--- config.mk ---
export PLATFORM = sky130hd
export DESIGN_NAME = capture_writer
export DESIGN_NICKNAME = d
export VERILOG_FILES = /design/src/rtl/capture_writer_pkg.sv /design/src/rtl/sample_fifo.sv /design/src/rtl/capture_writer.sv
export SDC_FILE = /design/constraint.sdc
export NUM_CORES = 1
export LEC_CHECK = 0
export ABC_AREA = 1
export CORE_UTILIZATION = 49
export DETAILED_ROUTE_END_ITERATION = 10
export GPL_TIMING_DRIVEN = 0
export PLACE_DENSITY = 0.76
export SKIP_CTS_REPAIR_TIMING = 1
export SLEW_MARGIN = 30
export SYNTH_ARGS = -nofsm -noshare
export SYNTH_HDL_FRONTEND = slang
export SYNTH_SLANG_ARGS = --single-unit
--- constraint.sdc ---
create_clock -name clk -period 2.3 [get_ports clk]
set_input_delay 0.46 -clock clk [delete_from_list [all_inputs] [get_ports clk]]
set_output_delay 0.46 -clock clk [all_outputs]
set_load 0.01 [all_outputs]
--- src/rtl/capture_writer_pkg.sv ---
`default_nettype none
// +--------------------------------------------------------------------------+
// | capture_writer_pkg : FSM state encoding and write-data field positions   |
// | Revision: 1.0                                                            |
// +--------------------------------------------------------------------------+
package capture_writer_pkg;

  typedef enum logic [1:0] {
    ST_IDLE    = 2'd0,
    ST_CAPTURE = 2'd1,
    ST_WAIT_B  = 2'd2,
    ST_DONE    = 2'd3
  } state_t;

  localparam int c_wdata_bits = 32;
  localparam int c_q_lsb      = 0;

  // I sits directly above Q; anything above I is zero.
  function automatic int i_lsb(input int q_bits);
    return c_q_lsb + q_bits;
  endfunction

endpackage
`default_nettype wire

--- src/rtl/sample_fifo.sv ---
`default_nettype none
// +--------------------------------------------------------------------------+
// | sample_fifo : register-based input FIFO with synchronous clear           |
// | Revision: 1.0                                                            |
// +--------------------------------------------------------------------------+
module sample_fifo #(
  parameter int WIDTH = 32,
  parameter int DEPTH = 4
) (
  input  logic             clk,
  input  logic             rst,
  input  logic             clr,
  input  logic             push,
  input  logic             pop,
  input  logic [WIDTH-1:0] din,
  output logic             full,
  output logic             empty,
  output logic [WIDTH-1:0] head
);

  localparam int                c_ptr_bits = $clog2(DEPTH);
  localparam logic [c_ptr_bits:0] c_ptr_one = (c_ptr_bits+1)'(1);

  logic [WIDTH-1:0]    r_mem [DEPTH];
  logic [c_ptr_bits:0] r_wr_ptr;
  logic [c_ptr_bits:0] r_rd_ptr;
  logic                w_push;
  logic                w_pop;

  // Pointers carry one extra wrap bit to tell full from empty.
  assign full   = (r_wr_ptr[c_ptr_bits] != r_rd_ptr[c_ptr_bits]) &&
                  (r_wr_ptr[c_ptr_bits-1:0] == r_rd_ptr[c_ptr_bits-1:0]);
  assign empty  = (r_wr_ptr == r_rd_ptr);
  assign w_push = push & ~full;
  assign w_pop  = pop & ~empty;
  assign head   = r_mem[r_rd_ptr[c_ptr_bits-1:0]];

  always_ff @(posedge clk) begin
    if (rst || clr) begin
      r_wr_ptr <= '0;
      r_rd_ptr <= '0;
    end else begin
      if (w_push) r_wr_ptr <= r_wr_ptr + c_ptr_one;
      if (w_pop)  r_rd_ptr <= r_rd_ptr + c_ptr_one;
    end
  end

  always_ff @(posedge clk) begin
    if (w_push) r_mem[r_wr_ptr[c_ptr_bits-1:0]] <= din;
  end

endmodule
`default_nettype wire

--- src/rtl/capture_writer.sv ---
`default_nettype none
// +--------------------------------------------------------------------------+
// | capture_writer : buffers I/Q samples and writes one capture downstream   |
// | Revision: 1.0                                                            |
// +--------------------------------------------------------------------------+
module capture_writer
  import capture_writer_pkg::*;
#(
  parameter int buffer_length = 10,
  parameter int index_bits    = 4,
  parameter int i_bits        = 12,
  parameter int q_bits        = 12,
  parameter int fifo_depth    = 4
) (
  input  logic                    clk,
  input  logic                    rst,
  input  logic                    start,
  input  logic                    sample_valid,
  input  logic [i_bits-1:0]       i_in,
  input  logic [q_bits-1:0]       q_in,
  output logic [index_bits-1:0]   m_axi_waddr,
  output logic [c_wdata_bits-1:0] m_axi_wdata,
  output logic                    m_axi_wvalid,
  input  logic                    s_axi_wready,
  input  logic                    s_axi_bvalid,
  input  logic                    s_axi_bresp,
  output logic                    m_axi_bready,
  output logic                    busy,
  output logic                    done,
  output logic                    overflow,
  output logic                    wr_error
);

  localparam int                    c_i_lsb     = i_lsb(q_bits);
  localparam int                    c_cnt_bits  = $clog2(buffer_length + 1);
  localparam logic [c_cnt_bits-1:0] c_buf_len   = c_cnt_bits'(buffer_length);
  localparam logic [c_cnt_bits-1:0] c_cnt_one   = c_cnt_bits'(1);
  localparam logic [index_bits-1:0] c_last_addr = index_bits'(buffer_length - 1);
  localparam logic [index_bits-1:0] c_addr_one  = index_bits'(1);

  state_t                    r_state;
  state_t                    w_next_state;
  logic [index_bits-1:0]     r_addr;
  logic [c_cnt_bits-1:0]     r_accept_cnt;
  logic                      r_overflow;
  logic                      r_wr_error;

  logic [c_wdata_bits-1:0]   w_sample;
  logic [c_wdata_bits-1:0]   w_head;
  logic                      w_full;
  logic                      w_empty;
  logic                      w_start;
  logic                      w_window;
  logic                      w_below;
  logic                      w_push;
  logic                      w_drop;
  logic                      w_pop;
  logic                      w_wvalid;
  logic                      w_bready;
  logic                      w_busy;
  logic                      w_done;

  always_comb begin
    w_sample                   = '0;
    w_sample[c_i_lsb +: i_bits] = i_in;
    w_sample[c_q_lsb +: q_bits] = q_in;
  end

  assign w_start  = (r_state == ST_IDLE) && start;
  assign w_window = (r_state == ST_CAPTURE) || (r_state == ST_WAIT_B);
  assign w_below  = (r_accept_cnt < c_buf_len);
  // Only drops inside the capture quota count as overflow; surplus samples are silently ignored.
  assign w_push   = w_window && sample_valid && !w_full && w_below;
  assign w_drop   = w_window && sample_valid && w_full && w_below;
  assign w_pop    = (r_state == ST_WAIT_B) && s_axi_bvalid;

  sample_fifo #(
    .WIDTH (c_wdata_bits),
    .DEPTH (fifo_depth)
  ) u_sample_fifo (
    .clk   (clk),
    .rst   (rst),
    .clr   (w_start),
    .push  (w_push),
    .pop   (w_pop),
    .din   (w_sample),
    .full  (w_full),
    .empty (w_empty),
    .head  (w_head)
  );

  always_comb begin
    w_next_state = r_state;
    w_wvalid     = 1'b0;
    w_bready     = 1'b0;
    w_busy       = 1'b0;
    w_done       = 1'b0;
    case (r_state)
      ST_IDLE: begin
        if (start) w_next_state = ST_CAPTURE;
      end
      ST_CAPTURE: begin
        w_busy   = 1'b1;
        w_wvalid = !w_empty;
        if (!w_empty && s_axi_wready) w_next_state = ST_WAIT_B;
      end
      ST_WAIT_B: begin
        w_busy   = 1'b1;
        w_bready = 1'b1;
        if (s_axi_bvalid) begin
          w_next_state = (r_addr == c_last_addr) ? ST_DONE : ST_CAPTURE;
        end
      end
      ST_DONE: begin
        w_busy       = 1'b1;
        w_done       = 1'b1;
        w_next_state = ST_IDLE;
      end
      default: w_next_state = ST_IDLE;
    endcase
  end

  always_ff @(posedge clk) begin
    if (rst) begin
      r_state      <= ST_IDLE;
      r_addr       <= '0;
      r_accept_cnt <= '0;
      r_overflow   <= 1'b0;
      r_wr_error   <= 1'b0;
    end else begin
      r_state <= w_next_state;
      if (w_start) begin
        r_addr       <= '0;
        r_accept_cnt <= '0;
        r_overflow   <= 1'b0;
        r_wr_error   <= 1'b0;
      end else begin
        if (w_push) r_accept_cnt <= r_accept_cnt + c_cnt_one;
        if (w_drop) r_overflow <= 1'b1;
        if (w_pop) begin
          // Address saturates on the last slot so it never points past the buffer.
          if (r_addr != c_last_addr) r_addr <= r_addr + c_addr_one;
          if (s_axi_bresp) r_wr_error <= 1'b1;
        end
      end
    end
  end

  assign m_axi_waddr  = r_addr;
  assign m_axi_wdata  = w_wvalid ? w_head : '0;
  assign m_axi_wvalid = w_wvalid;
  assign m_axi_bready = w_bready;
  assign busy         = w_busy;
  assign done         = w_done;
  assign overflow     = r_overflow;
  assign wr_error     = r_wr_error;

endmodule
`default_nettype wire

==> summary.md, run 1 <==
| Metric | Value |
|---|---|
| Status | `finished with violations` |
| Failing checks | `negative setup slack` |
| Synth area leader | `edfxtp_1` |
| WP data required | `1840 ps` |
| Synthesized area per cell | `between 10 and 15 µm²` |
| H-tree levels | `4` |
| First-pass GRT wire length | `about 16 mm` |
| Synth area leaders | `edfxtp_1 58%, nor2_1 8.9%, dfxtp_1 8.1%` |
| CTS Root Cell | `clkbuf_8` |
| GR Overflow Total | `0` |
| Most common cell in the synthesized netlist | `nor2_1` |
| Largest net degree at the start of global routing | `17` |
| Max Cap Violations | `0` |
| Vias per Instance | `between 5 and 6` |
| YS warnings | `0` |
| Fraction of registers with async set/reset | `0` |
| Multiplexer share of the synthesized area | `0` |
| Cells along the critical path | `inv_1 > ha_2 > nand2_8 > buf_8 > a21oi_1 > clkbuf_2` |
| Number of synthesized flops with an enable pin | `96` |
| Final Hold Slack | `458 ps` |
| Final Non-Filler Cells | `687` |
| Final ANT Viol Nets | `0` |
| Post-synth top area share | `0.585` |
| Peak VDD IR | `0.614 mV` |
| Clock Latency Late Sink | `510 ps` |
| Die area | `0.0105 mm²` |
| Final WS setup | `-16.5 ps` |
| R2r setup slk | `~160 ps` |
| TritonCTS clock tree | `yes` |
| Vias in the first global route | `3417` |
| Min-delay src | `wr_error` |
| CP Max Fanout | `10` |
| Hold path endpoint | `wr_error` |
| Power per cell area | `985 mW/mm²` |
| Simple-gate share of the synthesized area | `0.135` |
| Clock tree sinks | `approximately 120` |
| Minimum clock period | `2320 ps` |
| Initial antenna violation count | `0` |
| Slowest CP cell | `dfxtp_4` |
| Final Setup Violations | `1` |
| Area of the mapped netlist | `0.00493 mm²` |
| Vias | `3515` |
| Hold Path Stages | `2` |
| Arr. time, crit path | `1860 ps` |
| Fmax | `0.432 GHz` |
| Delay of the slowest critical-path stage | `360 ps` |
| Crit path capture type | `output port` |
| Synth Area in Adders | `0.0330` |
| Setup TNS | `-16.5 ps` |
| FF-to-FF path depth | `7` |
| Seq/Total Area, Yosys | `0.666` |
| Clock-pin slew on the worst setup and hold paths | `50 ps` |
| HPWL Detailed | `6.76 mm` |
| Number of core rows | `36` |
| CP startpoint kind | `register` |
| P&R area growth vs syn | `31.5%` |
| Share of cells above drive strength 1 | `0.220` |
| Mapped Cells | `444` |
| Worst r2r dst | `u_sample_fifo.r_mem[2][3]` |
| Final Hold Vio Count | `0` |
| DR iter-0 viols | `184` |
| Starting Density | `0.504` |
| Drt first pass iters | `6` |
| Fin nets | `585` |
| Core ar. | `0.00977 mm²` |
| I/O pin count | `73` |
| Yosys cell types | `29` |
| LEAKAGE | `0.00254 µW` |
| Cells after DPL | `652` |
| Clk buf depth | `2` |
| Setup Skew | `11.0 ps` |
| DRC viols | `0` |
| Synth Area in Compound Gates | `0.101` |
| Max-slew violation count | `0` |
| Die Wd | `102 µm` |
| Num CTS Buffers | `17` |
| R2R Path Start | `r_state[1]` |
| Worst hold path class | `register to register` |
| Unrepaired setup endpoints after global routing | `yes` |
| Ant diodes | `0` |
| Seq cells post-synth | `116` |
| Number of port buffers | `64` |
| DR WL/cell | `15.8 µm` |
| Commonest cells in the netlist | `117 x nor2_1, 96 x edfxtp_1, 49 x o21ai_0` |
| GPL Wtd Cong | `around 0.75` |
| Synth Area in XOR/XNOR | `0.00711` |
| Largest family of logic cells by synthesized area | `simple AND/OR/NAND/NOR gates` |
| Die Y | `102 µm` |
| Period utilization | `1.01` |
| Crit path kind | `register to output port` |
| Total GRT Usage | `0.216` |
| Ys flop type | `edfxtp_1` |
| Routed wire length | `10.9 mm` |
sequential cells by signal, indices dropped and copies added, names as in the netlist, named ones only:
register / cells
r_state: 2
wr_error: 1
u_sample_fifo.r_wr_ptr: 3
overflow: 1
r_accept_cnt: 4
u_sample_fifo.r_rd_ptr: 3
m_axi_waddr: 4
u_sample_fifo.r_mem: 96
kinds of logic (layout without fill, tap and decap cells):
group / count (synthesis) / in the layout
xor gates and xnor gates: 4 / 4
AOI/OAI and AO/OA: 98 / 98
adders and majority gates: 13 / 13
and+or+nand+nor: 157 / 157
other: 1 / 8
buffers and inverters: 55 / 158
DFF: 116 / 116
cell usage in the layout, fill, tap and decap left out, types with 14 or more instances in the layout:
cell type        netlist  final
buf_4                 11     14
nor2_1               117    111
nand2_1               17     17
clkbuf_16              0     16
o21ai_0               49     45
edfxtp_1              96     96
buf_2                  7     15
inv_1                 24     23
clkdlybuf4s50_1        0     38
a21oi_1               37     29
routing by layer:
metal	wire length, µm	track usage	vias up
li1	-	-	1714
met4	187	0.107	0
met1	4350	0.242	1647
met5	0	0	-
met3	702	0.0575	17
met2	5630	0.380	137
metrics by stage:
step	power (µW)	area [µm²]	util	setup WS [ps]
4_1_cts	6350	6420	0.657	-690
2_1_floorplan	3450	4950	-	-286
6_report	6380	6480	0.663	-16.5
3_3_place_gp	3860	5760	0.589	-1280
5_1_grt	6660	6480	0.663	-64.5
3_5_place_dp	4020	5890	0.603	-130
power by group:
part / internal (µW) / switching [µW] / leakage (µW) / total [µW]
sequential: 2560 / 105 / 0.00104 / 2660
clock: 1410 / 915 / 0.000245 / 2330
combinational: 558 / 833 / 0.00125 / 1390
total: 4530 / 1850 / 0.00254 / 6380
worst max-delay path: cells and delay by family (launching register included):
family | cells | cell delay (ps)
buf+inv | 3 | 440
compound gates | 1 | 180
fa+ha+maj | 1 | 270
simple gates | 1 | 90
flops | 1 | 360
cell type report:
| cell class | count | area [µm²] |
|---|---|---|
| flip-flops and latches | 116 | 3300 |
| fillers | 726 | 3290 |
| multi-input cells | 280 | 1470 |
| repair buffers | 71 | 683 |
| clock buffers | 18 | 418 |
| plain buffers | 27 | 223 |
| well taps | 133 | 166 |
| clock inverters | 14 | 115 |
| inverters | 28 | 105 |
how the worst max path moves through the flow:
stage                                            to                      start  depth (start not counted)
after global routing                m_axi_wdata[12]  u_sample_fifo.r_wr_ptr[0]                          8
after global placement    u_sample_fifo.r_mem[3][7]               sample_valid                          5
after floorplan           u_sample_fifo.r_mem[0][0]                 r_state[1]                          6
final                               m_axi_wdata[12]                 r_state[1]                          6
after detailed placement            m_axi_wdata[12]                   register                          6
after CTS                           m_axi_wdata[12]                   register                          6
No activity file was read; power rests on OpenSTA's default activity.
==> inputs of run 2 (changes only) <==
- SLEW_MARGIN: 30 -> 20
==> run 2 against run 1 <==
  * The run now ends clean
  * Clock skew rose by 0.93 ps
  * Routed wire length up 2.2%
  * Critical path depth is 3 higher
  * Setup slack gained 20 ps
  * Critical endpoint is now m_axi_wdata[6]
  * Power is 4.0% higher
  * Sequential share of layout area decreased by 0.95 points
==> summary.md, run 2 (synthesized netlist as in run 1, its figures left out) <==
| Metric | Value |
|---|---|
| Status | `completed` |
| Min-delay src | `wr_error` |
| Max Cap Violations | `0` |
| CP Max Fanout | `10` |
| Post-route cell area | `0.00661 mm²` |
| Largest register FFs | `96` |
| Final Setup Violations | `0` |
| GR Overflow Total | `0` |
| Initial antenna violation count | `0` |
| Die Y | `between 100 and 150 µm` |
| P&R area growth vs syn | `34.1%` |
| Cells along the critical path | `inv_4 > nand2_4 > nand2_4 > nand3_4 > nand2_8 > buf_6 > buf_12 > a21oi_1 > buf_2` |
| Vias in the first global route | `~3400` |
| Clock-pin slew on the worst setup and hold paths | `60 ps` |
| Ant diodes | `0` |
| GPL Wtd Cong | `0.749` |
| Crit path kind | `register to output port` |
| Peak VDD IR | `about 0.53 mV` |
| Num CTS Buffers | `17` |
| Period utilization | `0.999` |
| Power per cell area | `around 1000 mW/mm²` |
| R2R Path Start | `r_state[1]` |
| Vias | `3569` |
| Largest net degree at the start of global routing | `25` |
| Fin nets | `589` |
| CTS Root Cell | `clkbuf_8` |
| Die area | `approximately 0.010 mm²` |
| Top cell by count, worst path | `nand2_4` |
| CP delay by family, top | `buffers and inverters` |
| WP data required | `roughly 1800 ps` |
| Fmax | `roughly 0.44 GHz` |
| Worst hold path class | `register to register` |
| Area post-placement | `0.00586 mm²` |
| I/O pin count | `73` |
| TritonCTS clock tree | `yes` |
| Routed wire length | `11.1 mm` |
| Number of core rows | `36` |
| DRC viols | `0` |
| CP startpoint kind | `register` |
| Most frequent cells in the layout | `112 x nor2_1, 96 x edfxtp_1, 46 x o21ai_0` |
| Worst r2r dst | `u_sample_fifo.r_mem[1][9]` |
| Vias per Instance | `5.16` |
| HPWL Detailed | `roughly 6.7 mm` |
| Share of cells above drive strength 1 | `0.235` |
| Starting Density | `0.504` |
| Final ANT Viol Nets | `0` |
| DR WL/cell | `16.1 µm` |
| Setup Skew | `11.9 ps` |
| Setup TNS | `0 ps` |
| Pwr Total | `6640 µW` |
| Final Hold Vio Count | `0` |
| Critical Path End | `m_axi_wdata[6]` |
| R2r setup slk | `130 ps` |
| Slowest CP cell | `dfxtp_4` |
| H-tree levels | `4` |
| Crit path buffers/inverters | `4` |
| Clk buf depth | `2` |
| Delay of the slowest critical-path stage | `380 ps` |
| Die Wd | `102 µm` |
| LEAKAGE | `0.00260 µW` |
| DR iter-0 viols | `172` |
| Clock Latency Late Sink | `510 ps` |
| Arr. time, crit path | `1840 ps` |
| Unrepaired setup endpoints after global routing | `yes` |
| CP startpoint | `u_sample_fifo.r_wr_ptr[0]` |
| Total GRT Usage | `0.216` |
| Minimum clock period | `2300 ps` |
| Most common cell after layout, fill and taps aside | `nor2_1` |
| Max-slew violation count | `0` |
| Core ar. | `roughly 0.01 mm²` |
| Hold Path Stages | `2` |
| Clock tree sinks | `116` |
| FF-to-FF path depth | `7` |
| Final Hold Slack | `457 ps` |
| Drt first pass iters | `4` |
| Number of port buffers | `between 60 and 70` |
| Util after Layout | `0.676` |
| Critical path depth | `9` |
| First-pass GRT wire length | `approximately 16 mm` |
| Crit path capture type | `output port` |
run 2: worst min-delay path by stage:
| stage | end |
|---|---|
| 2_1_floorplan | r_accept_cnt[3] |
| 3_3_place_gp | wr_error |
| 3_5_place_dp | wr_error |
| 4_1_cts | wr_error |
| 5_1_grt | wr_error |
| 6_report | wr_error |
run 2: power breakdown:
part | switching [µW] | internal [µW]
sequential | 112 | 2550
clock | 909 | 1640
combinational | 876 | 548
total | 1900 | 4740
run 2: per-stage QoR:
step | setup slack, ps | cells
6_report | 3.39 | 691
5_1_grt | -62.4 | 691
4_1_cts | -720 | 683
3_5_place_dp | -144 | 651
3_3_place_gp | -1280 | 648
2_1_floorplan | -286 | 451
run 2: area by class of cell:
| cell class | instances | area (µm²) |
|---|---|---|
| multi-input cells | 281 | 1520 |
| fillers | 699 | 3170 |
| flip-flops and latches | 116 | 3300 |
| plain buffers | 27 | 245 |
| repair buffers | 74 | 691 |
| clock inverters | 14 | 163 |
| well taps | 133 | 166 |
| inverters | 28 | 108 |
| clock buffers | 18 | 418 |
run 2: per-layer routing:
| metal | up-vias | track usage | share of wire |
|---|---|---|---|
| met1 | 1713 | 0.245 | 0.41 |
| met4 | 0 | 0.0879 | 0.012 |
| met3 | 13 | 0.0616 | 0.056 |
| met2 | 120 | 0.383 | 0.52 |
| met5 | - | 0 | 0 |
| li1 | 1723 | - | - |
run 2: worst min-delay path: stages (launching register included):
cell,delay (ps)
dfxtp_1,310
inv_1,50
a21oi_1,50
==> inputs of run 3 (changes only) <==
- GPL_TIMING_DRIVEN: 0 -> not set
==> run 3 against run 2 <==
  * The flow now finishes with violations (negative setup slack)
  * Critical endpoint is now m_axi_wdata[21]
  * First-iteration DRC count up 23%
  * Non-clock buffer count down 7
  * Highest routed layer unchanged
  * Setup slack worse by 110 ps
  * Combinational power up 12%
  * Global-route usage down 0.085 points
  * Core utilization about the same
  * Die area unchanged
  * Largest power group is now clock
  * Clock power up 5%
  * Clock skew down 2.0 ps
==> summary.md, run 3 (synthesized netlist as in run 1, its figures left out) <==
| Metric | Value |
|---|---|
| Core ar. | `between 0.009 and 0.01 mm²` |
| Share of cells above drive strength 1 | `0.234` |
| Clock-pin slew on the worst setup and hold paths | `approximately 60 ps` |
| P&R area growth vs syn | `34.0%` |
| Minimum clock period | `2410 ps` |
| Starting Density | `0.504` |
| Failing checks | `negative setup slack` |
| Drt first pass iters | `4` |
| Max Cap Violations | `0` |
| First-pass GRT wire length | `16.5 mm` |
| Delay of the slowest critical-path stage | `~380 ps` |
| Final WS setup | `-107 ps` |
| Num CTS Buffers | `17` |
| TritonCTS clock tree | `yes` |
| GPL Wtd Cong | `a little under 0.8` |
| Clock Latency Late Sink | `520 ps` |
| Final Hold Slack | `~460 ps` |
| Period utilization | `1.05` |
| Most frequent cells in the layout | `113 x nor2_1, 96 x edfxtp_1, 49 x o21ai_0` |
| Peak VDD IR | `0.638 mV` |
| Status | `finished with violations` |
| GR Overflow Total | `0` |
| CP startpoint kind | `register` |
| H-tree levels | `4` |
| Setup Skew | `just under 10 ps` |
| CTS Root Cell | `clkbuf_8` |
| Worst hold path class | `register to register` |
| Die Wd | `around 100 µm` |
| Crit path capture type | `output port` |
| CP delay by family, top | `buffers and inverters` |
| Vias | `3603` |
| Unrepaired setup endpoints after global routing | `yes` |
| Cells after DPL | `640` |
| Fmax | `~0.42 GHz` |
| Die Y | `slightly above 100 µm` |
| DR WL/cell | `17.5 µm` |
| Number of core rows | `36` |
| Vias in the first global route | `3431` |
| Fin nets | `583` |
| Crit path kind | `register to output port` |
| Dpl ws | `25.6 ps` |
| Clk buf depth | `2` |
| Most common cell after layout, fill and taps aside | `nor2_1` |
| R2R Path Start | `r_state[0]` |
| CP Max Fanout | `6` |
| Max-slew violation count | `0` |
| HPWL Detailed | `6.49 mm` |
| Total GRT Usage | `0.215` |
| Final ANT Viol Nets | `0` |
| Largest register FFs | `between 90 and 100` |
| Die area | `0.0105 mm²` |
| Ant diodes | `0` |
| Initial antenna violation count | `0` |
| Crit path buffers/inverters | `4` |
| Util after Layout | `0.676` |
| DR iter-0 viols | `~210` |
| Power per cell area | `1050 mW/mm²` |
| Slowest CP cell | `dfxtp_4` |
| Final Non-Filler Cells | `685` |
| CP startpoint | `u_sample_fifo.r_wr_ptr[1]` |
| Post-route cell area | `0.00661 mm²` |
| DRC viols | `0` |
| Cells along the critical path | `inv_4 > nand2_1 > nand2_2 > nand3_4 > buf_6 > buf_8 > nand2_8 > a21oi_2 > buf_2` |
| Min-delay src | `wr_error` |
| Final Hold Vio Count | `0` |
| Number of port buffers | `64` |
| WP data required | `1840 ps` |
| Vias per Instance | `about 5.3` |
| Final Setup Violations | `13` |
| Largest net degree at the start of global routing | `27` |
| Fillcell total | `688` |
| LEAKAGE | `about 0.0026 µW` |
| I/O pin count | `73` |
| Clock tree sinks | `116` |
| Area post-placement | `0.00577 mm²` |
| Routed wire length | `12.0 mm` |
| Arr. time, crit path | `1950 ps` |
[run 3: final timing paths]
check                           slack (ps)  cells after the start                         end
worst max register to register         400                      6  u_sample_fifo.r_mem[0][10]
worst min-delay path                   460                      2                    wr_error
worst max-delay path                  -110                      9             m_axi_wdata[21]
worst min register to register         460                      2                    wr_error
[run 3: stage by stage]
stage	total power [µW]	TNS (ps)
2_1_floorplan	3450	-27420
3_3_place_gp	3880	0
3_5_place_dp	3940	0
4_1_cts	6600	-11940
5_1_grt	7200	-1440
6_report	6950	-778
[run 3: layout make-up]
cell class                      instances  area [µm²]  share of cell area
Multi-Input combinational cell        282        1530               0.232
Timing Repair Buffer                   94         878               0.133
Sequential cell                       116        3310               0.501
Clock inverter                         14         185              0.0280
Tap cell                              133         166              0.0252
Clock buffer                           18         418              0.0633
Inverter                               28         115              0.0174
[run 3: worst register-to-register path, delay by kind of cell, from the launching register on]
kind          cells  cell delay [ps]
buf+inv           2              370
simple gates      3              510
flops             1              370
fa+ha+maj         1              330
[run 3: report_power, final]
part | internal (µW) | switching, µW
Combinational | 617 | 973
Clock | 1750 | 932
Sequential | 2550 | 121
Total | 4920 | 2030
[run 3: layer usage]
layer / part of all wire / track usage
met2: 0.52 / 0.368
met4: 0.016 / 0.0890
met5: 0 / 0
met3: 0.075 / 0.0711
met1: 0.39 / 0.249
